## src/rtl/alu_issue_queue.sv

```systemverilog
// alu_issue_queue
//   Issue stage in front of the 32-bit ALU. Requests {a, b, cmd} are buffered
//   in a DEPTH-entry FIFO. The FIFO head drives the ALU inputs combinationally.
//   The ALU result and flags are captured into a response slot, which is
//   drained with a valid/ready handshake.
//
// Optional feature: define STICKY_OVF_EN to add sticky_ovf/sticky_clr. The
//   sticky bit is set on an ADD/SUB pop with overflow. If a set and a clear
//   happen in the same cycle, the set wins.
//
// Ports
//   clk, rst_n            clock (rising edge), asynchronous active-low reset
//   req_valid/ready       request handshake; req_a, req_b, req_cmd payload
//   alu_a/alu_b/alu_cmd   FIFO head toward ALU (zero when empty)
//   alu_result/cout/zero/ovf  combinational ALU outputs
//   rsp_valid/ready       response handshake; rsp_* registered payload
//   count                 FIFO occupancy (response slot excluded)
//   sticky_ovf, sticky_clr    only with STICKY_OVF_EN
module alu_issue_queue #(
  parameter int WIDTH = 32,
  parameter int DEPTH = 4,
  parameter int CMD_W = 3
) (
  input  logic                     clk,
  input  logic                     rst_n,
  input  logic                     req_valid,
  output logic                     req_ready,
  input  logic [WIDTH-1:0]         req_a,
  input  logic [WIDTH-1:0]         req_b,
  input  logic [CMD_W-1:0]         req_cmd,
  output logic [WIDTH-1:0]         alu_a,
  output logic [WIDTH-1:0]         alu_b,
  output logic [CMD_W-1:0]         alu_cmd,
  input  logic [WIDTH-1:0]         alu_result,
  input  logic                     alu_cout,
  input  logic                     alu_zero,
  input  logic                     alu_ovf,
  output logic                     rsp_valid,
  input  logic                     rsp_ready,
  output logic [WIDTH-1:0]         rsp_result,
  output logic                     rsp_cout,
  output logic                     rsp_zero,
  output logic                     rsp_ovf,
  output logic [CMD_W-1:0]         rsp_cmd,
  output logic [$clog2(DEPTH):0]   count
`ifdef STICKY_OVF_EN
  ,
  output logic                     sticky_ovf,
  input  logic                     sticky_clr
`endif
);

  localparam int PW = $clog2(DEPTH);
  localparam logic [PW:0] FULL_CNT = (PW+1)'(DEPTH);

  logic [WIDTH-1:0] mem_a   [DEPTH];
  logic [WIDTH-1:0] mem_b   [DEPTH];
  logic [CMD_W-1:0] mem_cmd [DEPTH];

  logic [PW-1:0] wr_ptr;
  logic [PW-1:0] rd_ptr;
  logic          non_empty;
  logic          push;
  logic          pop;

  assign non_empty = (count != '0);
  assign req_ready = (count < FULL_CNT);
  assign push      = req_valid && req_ready;
  assign pop       = non_empty && (!rsp_valid || rsp_ready);

  assign alu_a   = non_empty ? mem_a[rd_ptr]   : '0;
  assign alu_b   = non_empty ? mem_b[rd_ptr]   : '0;
  assign alu_cmd = non_empty ? mem_cmd[rd_ptr] : '0;

  // Storage needs no reset: entries are only observable while count > 0.
  always_ff @(posedge clk) begin
    if (push) begin
      mem_a[wr_ptr]   <= req_a;
      mem_b[wr_ptr]   <= req_b;
      mem_cmd[wr_ptr] <= req_cmd;
    end
  end

  always_ff @(posedge clk or negedge rst_n) begin
    if (!rst_n) begin
      wr_ptr <= '0;
      rd_ptr <= '0;
      count  <= '0;
    end else begin
      if (push) wr_ptr <= wr_ptr + PW'(1);
      if (pop)  rd_ptr <= rd_ptr + PW'(1);
      unique case ({push, pop})
        2'b10:   count <= count + (PW+1)'(1);
        2'b01:   count <= count - (PW+1)'(1);
        default: count <= count;
      endcase
    end
  end

  // The response slot is reloaded whenever it is empty or is being consumed.
  // Its data is held otherwise, including after it drains.
  always_ff @(posedge clk or negedge rst_n) begin
    if (!rst_n) begin
      rsp_valid  <= 1'b0;
      rsp_result <= '0;
      rsp_cout   <= 1'b0;
      rsp_zero   <= 1'b0;
      rsp_ovf    <= 1'b0;
      rsp_cmd    <= '0;
    end else if (pop) begin
      rsp_valid  <= 1'b1;
      rsp_result <= alu_result;
      rsp_cout   <= alu_cout;
      rsp_zero   <= alu_zero;
      rsp_ovf    <= alu_ovf;
      rsp_cmd    <= alu_cmd;
    end else if (rsp_valid && rsp_ready) begin
      rsp_valid  <= 1'b0;
    end
  end

`ifdef STICKY_OVF_EN
  localparam logic [CMD_W-1:0] CMD_ADD = CMD_W'(0);
  localparam logic [CMD_W-1:0] CMD_SUB = CMD_W'(1);

  logic ovf_set;
  assign ovf_set = pop && alu_ovf && ((alu_cmd == CMD_ADD) || (alu_cmd == CMD_SUB));

  always_ff @(posedge clk or negedge rst_n) begin
    if (!rst_n)          sticky_ovf <= 1'b0;
    else if (ovf_set)    sticky_ovf <= 1'b1;
    else if (sticky_clr) sticky_ovf <= 1'b0;
  end
`endif

endmodule

```

## config.mk

```make
export PLATFORM = sky130hd
export DESIGN_NAME = alu_issue_queue
export DESIGN_NICKNAME = d
export VERILOG_FILES = /design/src/rtl/alu_issue_queue.sv
export SDC_FILE = /design/constraint.sdc
export NUM_CORES = 1
export LEC_CHECK = 0
export ABC_AREA = 1
export CORE_UTILIZATION = 51
export CTS_CLUSTER_DIAMETER = 120
export DETAILED_ROUTE_END_ITERATION = 7
export PLACE_DENSITY = 0.75
export SYNTH_ARGS = -nofsm -noshare
export SYNTH_HDL_FRONTEND = slang
export SYNTH_SLANG_ARGS = --single-unit
export TNS_END_PERCENT = 30
```

## constraint.sdc

```tcl
create_clock -name clk -period 5 [get_ports clk]
set_input_delay 1.25 -clock clk [delete_from_list [all_inputs] [get_ports clk]]
set_output_delay 1.25 -clock clk [all_outputs]
set_load 0.05 [all_outputs]
```

==> results of run 1 <==
[registers in the layout, summed over array words and instances, names as in the netlist, 2 cells and up]
| register | cells |
|---|---|
| mem_b | 128 |
| rsp_cmd | 3 |
| count | 3 |
| mem_a | 128 |
| mem_cmd | 12 |
| wr_ptr | 2 |
| rsp_result | 32 |
| rd_ptr | 2 |
[final cells by class]
class / instances / area (um2) / area share, %
Timing Repair Buffer: 233 / 2307 / 14.19
Inverter: 145 / 546.8 / 3.364
Clock buffer: 47 / 904.6 / 5.565
Multi-Input combinational cell: 682 / 2856 / 17.57
Clock inverter: 6 / 31.28 / 0.1924
Sequential cell: 314 / 9204 / 56.62
Tap cell: 324 / 405.4 / 2.494
[stage by stage]
step | power (uW) | cells
floorplan | 7561 | 1200
global placement | 9414 | 1698
detailed placement | 9495 | 1698
CTS | 11650 | 1751
global route | 12110 | 1751
finish | 11540 | 1751
[layout by cell type (no fill, tap or decap), drive strengths merged, types with 2 or more instances in the layout]
cell type and n:
xnor2 2, o21ai 2, clkinv 5, xor2 3
ha 5, dfrtp 46, nand2 519, clkdlybuf4s50 214
a21oi 66, buf 19, inv 146, edfxtp 268
nor2 10, nand3 74, clkbuf 47
[report_power, final]
group | total, uW | internal [uW] | switching (uW) | leakage, uW
clock | 2130 | 1230 | 896 | 0.000462
sequential | 3520 | 3350 | 165 | 0.00299
combinational | 5890 | 1730 | 4160 | 0.00338
total | 11500 | 6320 | 5230 | 0.00683
[per-layer routing]
| metal | GRT usage, % | routed length [um] | up-vias |
|---|---|---|---|
| met5 | 0 | 0 | - |
| met1 | 26.77 | 11330 | 4084 |
| li1 | - | - | 4266 |
| met4 | 8.662 | 945 | 0 |
| met3 | 4.261 | 1792 | 64 |
| met2 | 38.41 | 13920 | 305 |
[worst max path at each step]
| stage | start | cells past startpoint | endpoint | slack (ns) |
|---|---|---|---|---|
| 2_1_floorplan | req_valid | 2 | mem_a[0][0] | 0.25 |
| 3_3_place_gp | rd_ptr[0] | 7 | alu_a[10] | 1.03 |
| 3_5_place_dp | rd_ptr[0] | 7 | alu_b[2] | 0.98 |
| 4_1_cts | rd_ptr[0] | 7 | alu_a[4] | 0.38 |
| 5_1_grt | rd_ptr[0] | 7 | alu_b[6] | 0.20 |
| 6_report | rd_ptr[0] | 7 | alu_a[4] | 0.42 |
[cells by family after synthesis]
logic type	Yosys count	share of synthesized area, %
simple gates	603	18.32
flops	314	71.55
buf+inv	204	6.501
compound gates	68	2.647
fa+ha+maj	6	0.6423
xor+xnor	5	0.3407
[critical path: cells and delay by family (launching register included)]
family          cells  cell delay [ns]
flops               1             0.50
compound gates      1             0.18
buf+inv             3             1.85
simple gates        3             0.22
==> impl_metrics.toml, run 1 <==
[outcome]
outcome = "finished, final reports clean"

[clock_tree]
postCtsSetupRepairBufs = 0
cts_buffers = 31
cts.sinks = 314
cts.path.max_buffers = 3
htreeDepth = 1
cts_tree = "built"
clk_latency_ns = 0.55
cts-root-buf = "clkbuf_16"
clk_pin_slew_ns = 0.06
ctsHoldBuffers = 0
cts_resized = 0

[placement]
place_area_um2 = 15320
hpwl_mm = 16.69
dp_slack_ns = 0.9807
port_buffers = 215
globalplace.congestion = 0.7953

[setup_path]
rr_startpoint = "count[2]"
startpoint_type = "flop"
slowest_delay_ns = 0.82
cp_max_fo = 87
end_kind = "output port"
crit_slowest_cell = "clkdlybuf4s50_1"
rrSetupSlack_ns = 2.72
cpMostUsedCell = "nand2_1"
cp_data_arrival_time_ns = 3.33
cp.required_ns = 3.75
path_class = "reg2out"
crit_chain = "inv_4 -> buf_4 -> nand2_1 -> nand2_1 -> nand2_1 -> a21oi_1 -> clkdlybuf4s50_1"
rr_worst_depth = 4
rr_endpoint = "mem_b[2][14]"

[floorplan]
initial_core_util_pct = 52.41
die_w_um = 160.8
coreArea_um2 = 24530
std_cell_rows = 57
num_io_pins = 216
die_height_um = 160.8
die_area_um2 = 25850

[timing]
layout_min_cycle_time_ns = 4.584
fin_tns_setup_ns = 0
hold-worst-slack_ns = 0.4766
setup_viol = 0
maxSlewHeadroom_pct = 26.71
fmax_mhz = 218.1
max_slew.worst_pin.slew_ns = 1.099
hold_viol = 0
rsz0062_at_grt = "false"
setup_ws_ns = 0.4160
drv_slew = 0
worst_clock_skew_ns = 0.007484
period_share_pct = 91.68

[min_path]
min_path_cells = 2
min_to = "rsp_result[31]"
hp-class = "reg2reg"
hp-start = "rsp_result[31]"

[global_routing]
grtUsageTotal_pct = 21.93
grt_first_pass_wirelength_mm = 44.43
grt_pass1_vias = 8773
grt_max_degree = 101
antenna_found_initial = 1
overflow = 0

[synthesis]
syn_inst = 1200
syn-num-nets = 1312
synth.distinct_cells = 17
synth_edf_count = 268
async_flop_share_pct = 14.65
syn-cell-area_um2 = 12860
ys.flop_type = "edfxtp_1"
yosys.area.top_type = "edfxtp_1"
ys_top_cells_by_count = "nand2_1, edfxtp_1, inv_1"
ys_seq_area_share_pct = 71.55
yosysMostFrequentCell = "nand2_1"
ys_warn_count = 0
synth_top_area_share_pct = 62.59
postSynthAreaPerCell_um2 = 10.71
ys_ff_latch = 314
ys_top_cells_by_area = "edfxtp_1, nand2_1, dfrtp_1, inv_1, nand3_1"

[routing]
drc = 0
routed_wl_mm = 27.99
routedWlPerCell_um = 15.98
vias_per_cell = 4.979
num_vias = 8719
drt_first_pass_iters = 5
drtAntennaViolNets = 0
drt_iter0_drc = 457

[layout]
final_util_pct = 66.26
nFillCells = 1798
fin_nets = 1519
final_cell_area_um2 = 16260
syn_to_final_growth_pct = 26.43
antenna_cells = 0
drive_gt1_share_pct = 4.975

[power_and_ir_drop]
power_leakage_uw = 0.006833
p_per_area_nw_per_um2 = 710.1
ir_drop_mv = 0.4433

[job]
maxCapViolCount = 0
(Power assumes the default switching activity.)
==> run 2, diff against run 1 <==
CAP_MARGIN = 10   (was default)
CORE_ASPECT_RATIO = 1.2   (was default)
CTS_CLUSTER_SIZE = 40   (was default)
==> run 2 against run 1 <==
  * Via count is 1.6% lower
  * Non-clock buffer count rose by 3
  * Clock power down 47%
  * Critical path type unchanged
  * Largest cell class unchanged
  * Largest power group unchanged
  * Highest routed layer is now met5
==> impl_metrics.toml, run 2 (synthesized netlist as in run 1, its figures left out) <==
[floorplan]
die_height_um = 175.9
initial_core_util_pct = 51.95
std_cell_rows = 63
die_area_um2 = 25850
num_io_pins = 216
coreArea_um2 = 24750
die_w_um = 146.9

[layout]
reg_top3 = "mem_a x128, mem_b x128, rsp_result x32"
final_util_pct = 63.37
syn_to_final_growth_pct = 21.98
layout_commonest_cell = "nand2_1"
fin_nets = 1502
layout_common_cells = "nand2_1, edfxtp_1, clkdlybuf4s50_1"
drive_gt1_share_pct = 3.228

[power_and_ir_drop]
ir_drop_mv = 0.4267
p_per_area_nw_per_um2 = 673.3
power_leakage_uw = 0.006547

[timing]
max_slew.worst_pin.slew_ns = 0.7723
setup_viol = 0
rsz0062_at_grt = "false"
hold_viol = 0
hold-worst-slack_ns = 0.4921
period_share_pct = 85.76
drv_slew = 0
layout_min_cycle_time_ns = 4.288
fmax_mhz = 233.2
fin_tns_setup_ns = 0
worst_clock_skew_ns = 0.01200
maxSlewHeadroom_pct = 48.51

[global_routing]
grtUsageTotal_pct = 21.67
antenna_found_initial = 2
grt_first_pass_wirelength_mm = 43.74
grt_max_degree = 70
grt_pass1_vias = 8470
overflow = 0

[clock_tree]
clk_latency_ns = 0.49
htreeDepth = 1
cts.sinks = 314
ctsHoldBuffers = 0
cts_resized = 0
clk_pin_slew_ns = 0.14
cts-root-buf = "clkbuf_16"
cts.path.max_buffers = 3
postCtsSetupRepairBufs = 0
cts_tree = "built"
cts_buffers = 11

[setup_path]
path_class = "reg2out"
crit_path_start = "rd_ptr[1]"
worstSetupEndpoint = "alu_b[11]"
rr_startpoint = "count[2]"
rr_endpoint = "mem_a[2][20]"
startpoint_type = "flop"
cp_data_arrival_time_ns = 3.04
rr_worst_depth = 4
cp.required_ns = 3.75
end_kind = "output port"
rrSetupSlack_ns = 2.68
cp_max_fo = 25

[job]
maxCapViolCount = 0

[routing]
drc = 0
vias_per_cell = 4.987
drtAntennaViolNets = 0
drt_first_pass_iters = 5
num_vias = 8578
routedWlPerCell_um = 16.12
drt_iter0_drc = 474
routed_wl_mm = 27.72

[min_path]
hp-class = "reg2reg"

[placement]
globalplace.congestion = 0.7771
hpwl_mm = 17.34
port_buffers = 215

[outcome]
outcome = "finished, final reports clean"
-- run 2: cell types whose count changed in the layout (fill, tap and decap cells not counted), moves of 2 or more --
cell / before / now
buf_12: 2 / 5
clkbuf_1: 9 / 5
clkbuf_16: 32 / 11
clkbuf_4: 2 / 0
clkbuf_8: 4 / 0
clkinv_1: 2 / 0
clkinv_2: 3 / 0
-- run 2: power breakdown --
part / internal [uW] / switching (uW) / leakage (uW)
logic: 1760 / 4140 / 0.00342
clock network: 422 / 712 / 0.000146
registers: 3340 / 182 / 0.00299
-- run 2: worst min path at each step --
stage | cells past startpoint | start | end
CTS | 2 | rsp_result[25] | rsp_result[25]
finish | 2 | rsp_result[25] | rsp_result[25]
global placement | 2 | rsp_result[31] | rsp_result[31]
global route | 2 | rsp_result[23] | rsp_result[23]
floorplan | 2 | wr_ptr[1] | wr_ptr[1]
detailed placement | 2 | rsp_zero | rsp_zero
-- run 2: layout make-up --
cell class	instances	area, um2
antenna	1	2.502
clock buffer	16	294.0
clock inverter	1	8.758
fill	1970	9067
inverter	145	546.8
multi-input combinational	682	2856
sequential	314	9204
tap	325	406.6
timing repair buffer	236	2365
-- run 2: per-stage QoR --
stage               instance area (um2)  cells  power [uW]  worst slack [ns]
floorplan                         12860   1200        7561            0.2458
global placement                  15380   1702        9473             1.223
detailed placement                15380   1702        9527             1.200
CTS                               15680   1719       10660            0.6599
global route                      15680   1719       11140            0.5345
finish                            15680   1720       10560            0.7118
-- run 2: layer usage --
layer | global-route usage [%] | vias up | routed length [um]
met3 | 3.798 | 52 | 1706
met5 | 0 | - | 11
li1 | - | 4210 | -
met4 | 7.088 | 2 | 707
met2 | 38.49 | 279 | 14110
met1 | 26.88 | 4035 | 11190
-- run 2: critical path, cell delays in order (launching register included) --
cell	delay [ns]
dfrtp_2	0.61
inv_2	0.53
buf_4	0.30
nand3_1	0.09
a21oi_1	0.16
clkdlybuf4s50_1	0.84
==> run 3, diff against run 2 <==
CORE_MARGIN = 8   (was default)
SLEW_MARGIN = 20   (was default)
==> run 3 against run 2 <==
  * Worst setup slack got worse by 0.11 ns
  * Clock power barely moved
  * Via count rose by 2.1%
  * Combinational power rose by 1%
  * Clock skew barely moved
  * Non-clock buffer count fell by 4
  * Sequential power barely moved
  * Core utilization fell by 0.11 points
  * Critical endpoint is now alu_a[9]
  * Largest cell class unchanged
  * Largest power group unchanged
  * Highest routed layer unchanged
==> impl_metrics.toml, run 3 (synthesized netlist as in run 1, its figures left out) <==
[clock_tree]
cts_resized = 0
cts_tree = "built"
cts-root-buf = "clkbuf_16"
cts.sinks = 314
postCtsSetupRepairBufs = 0
clk_latency_ns = 0.49
clk_pin_slew_ns = 0.14
cts_buffers = 11
ctsHoldBuffers = 0
cts.path.max_buffers = 3
htreeDepth = 1

[power_and_ir_drop]
p_per_area_nw_per_um2 = 676.9
p_int_uw = 5508
power.share.sequential_pct = 33.1
p_sw_uw = 5090
power_leakage_uw = 0.006527
p_comb_share_pct = 56.2
swShare_pct = 48.03
ir_drop_mv = 0.5416
clockPowerShare_pct = 10.7

[global_routing]
grt_first_pass_wirelength_mm = 46.93
overflow = 0
grtUsageTotal_pct = 19.11
antenna_found_initial = 4
grt_pass1_vias = 8782
grt_max_degree = 91

[routing]
vias_per_cell = 5.100
drt_iter0_drc = 568
drt_first_pass_iters = 5
routedWlPerCell_um = 17.29
drtAntennaViolNets = 0
num_vias = 8757
drc = 0
routed_wl_mm = 29.69

[floorplan]
num_io_pins = 216
coreArea_um2 = 24750
die_height_um = 189.9
die_w_um = 160.9
initial_core_util_pct = 51.95
die_area_um2 = 30570
std_cell_rows = 63

[timing]
worst_clock_skew_ns = 0.01166
drv_slew = 0
fin_tns_setup_ns = 0
setup_viol = 0
fmax_mhz = 227.3
maxSlewHeadroom_pct = 35.42
setup_ws_ns = 0.6010
hold_viol = 0
layout_min_cycle_time_ns = 4.399
rsz0062_at_grt = "false"
max_slew.worst_pin.slew_ns = 0.9687
period_share_pct = 87.98

[layout]
layout_commonest_cell = "nand2_1"
layout_common_cells = "nand2_1, edfxtp_1, clkdlybuf4s50_1"
nFillCells = 1948
multiInputGateArea_um2 = 2856
fin_nets = 1498
final_cell_area_um2 = 15660
stdcell_count = 1717
seq_area_um2 = 9204
drive_gt1_share_pct = 3.022
reg_top3 = "mem_a x128, mem_b x128, rsp_result x32"
syn_to_final_growth_pct = 21.77
final_util_pct = 63.25

[placement]
hpwl_mm = 18.55
port_buffers = 215
dp_slack_ns = 1.127
place_area_um2 = 15350
globalplace.congestion = 0.7408
dp.cells = 1698

[setup_path]
crit_chain = "inv_4 -> buf_4 -> nand2_1 -> nand2_1 -> nand2_1 -> a21oi_1 -> clkdlybuf4s50_1"
rr_endpoint = "mem_a[3][6]"
cpMostUsedCell = "nand2_1"
crit_path_start = "rd_ptr[0]"
rrSetupSlack_ns = 2.57
slowest_delay_ns = 0.86
crit_slowest_cell = "clkdlybuf4s50_1"
startpoint_type = "flop"
worstSetupEndpoint = "alu_a[9]"
cp.required_ns = 3.75
rr_startpoint = "count[2]"
end_kind = "output port"
path_class = "reg2out"
cp_max_fo = 55
cp_data_arrival_time_ns = 3.15
rr_worst_depth = 4

[min_path]
hp-class = "reg2reg"

[outcome]
outcome = "finished, final reports clean"

[job]
maxCapViolCount = 0
[run 3: worst max-delay path: cells and delay by family, from the launching register on]
family / cells / cell delay, ns
AO/OA/AOI/OAI: 1 / 0.26
buffers and inverters: 3 / 1.66
flip-flops: 1 / 0.52
AND/OR/NAND/NOR: 3 / 0.20
[run 3: per-stage QoR]
stage / power (uW) / hold WS [ns]
after floorplan: 7561 / 0.5566
after global placement: 9495 / 0.4603
after detailed placement: 9582 / 0.4672
after CTS: 10700 / 0.4987
after global routing: 11170 / 0.5119
final: 10600 / 0.4955
[run 3: power by group through the flow]
| stage | logic (uW) | registers, uW | clock network (uW) |
|---|---|---|---|
| 5_1_grt | 6370 | 3550 | 1250 |
| 4_1_cts | 6030 | 3510 | 1160 |
| 2_1_floorplan | 3410 | 4150 | 0 |
| 6_report | 5960 | 3500 | 1140 |
| 3_3_place_gp | 5950 | 3550 | 0 |
| 3_5_place_dp | 6010 | 3570 | 0 |
[run 3: layout make-up]
class	instances	area share [%]
diodes	2	0.03197
clock buffers	16	1.878
clock inverters	1	0.05594
inverters	145	3.492
multi-input cells	682	18.24
flip-flops and latches	314	58.79
well taps	325	2.597
repair buffers	232	14.91
[run 3: worst min path at each step]
stage / from / endpoint / slack (ns) / cells past startpoint
2_1_floorplan: wr_ptr[1] / wr_ptr[1] / 0.56 / 2
3_3_place_gp: rsp_ovf / rsp_ovf / 0.46 / 2
3_5_place_dp: rsp_result[4] / rsp_result[4] / 0.47 / 2
4_1_cts: rsp_result[4] / rsp_result[4] / 0.50 / 2
5_1_grt: rsp_zero / rsp_zero / 0.51 / 2
6_report: rsp_result[23] / rsp_result[23] / 0.50 / 2
[run 3: layer usage]
| layer | GRT usage [%] | up-vias | wire length (um) |
|---|---|---|---|
| met5 | 0 | - | 27 |
| met4 | 5.314 | 4 | 596 |
| met3 | 3.741 | 35 | 2018 |
| met2 | 33.25 | 291 | 14860 |
| met1 | 23.98 | 4222 | 12190 |
| li1 | - | 4205 | - |
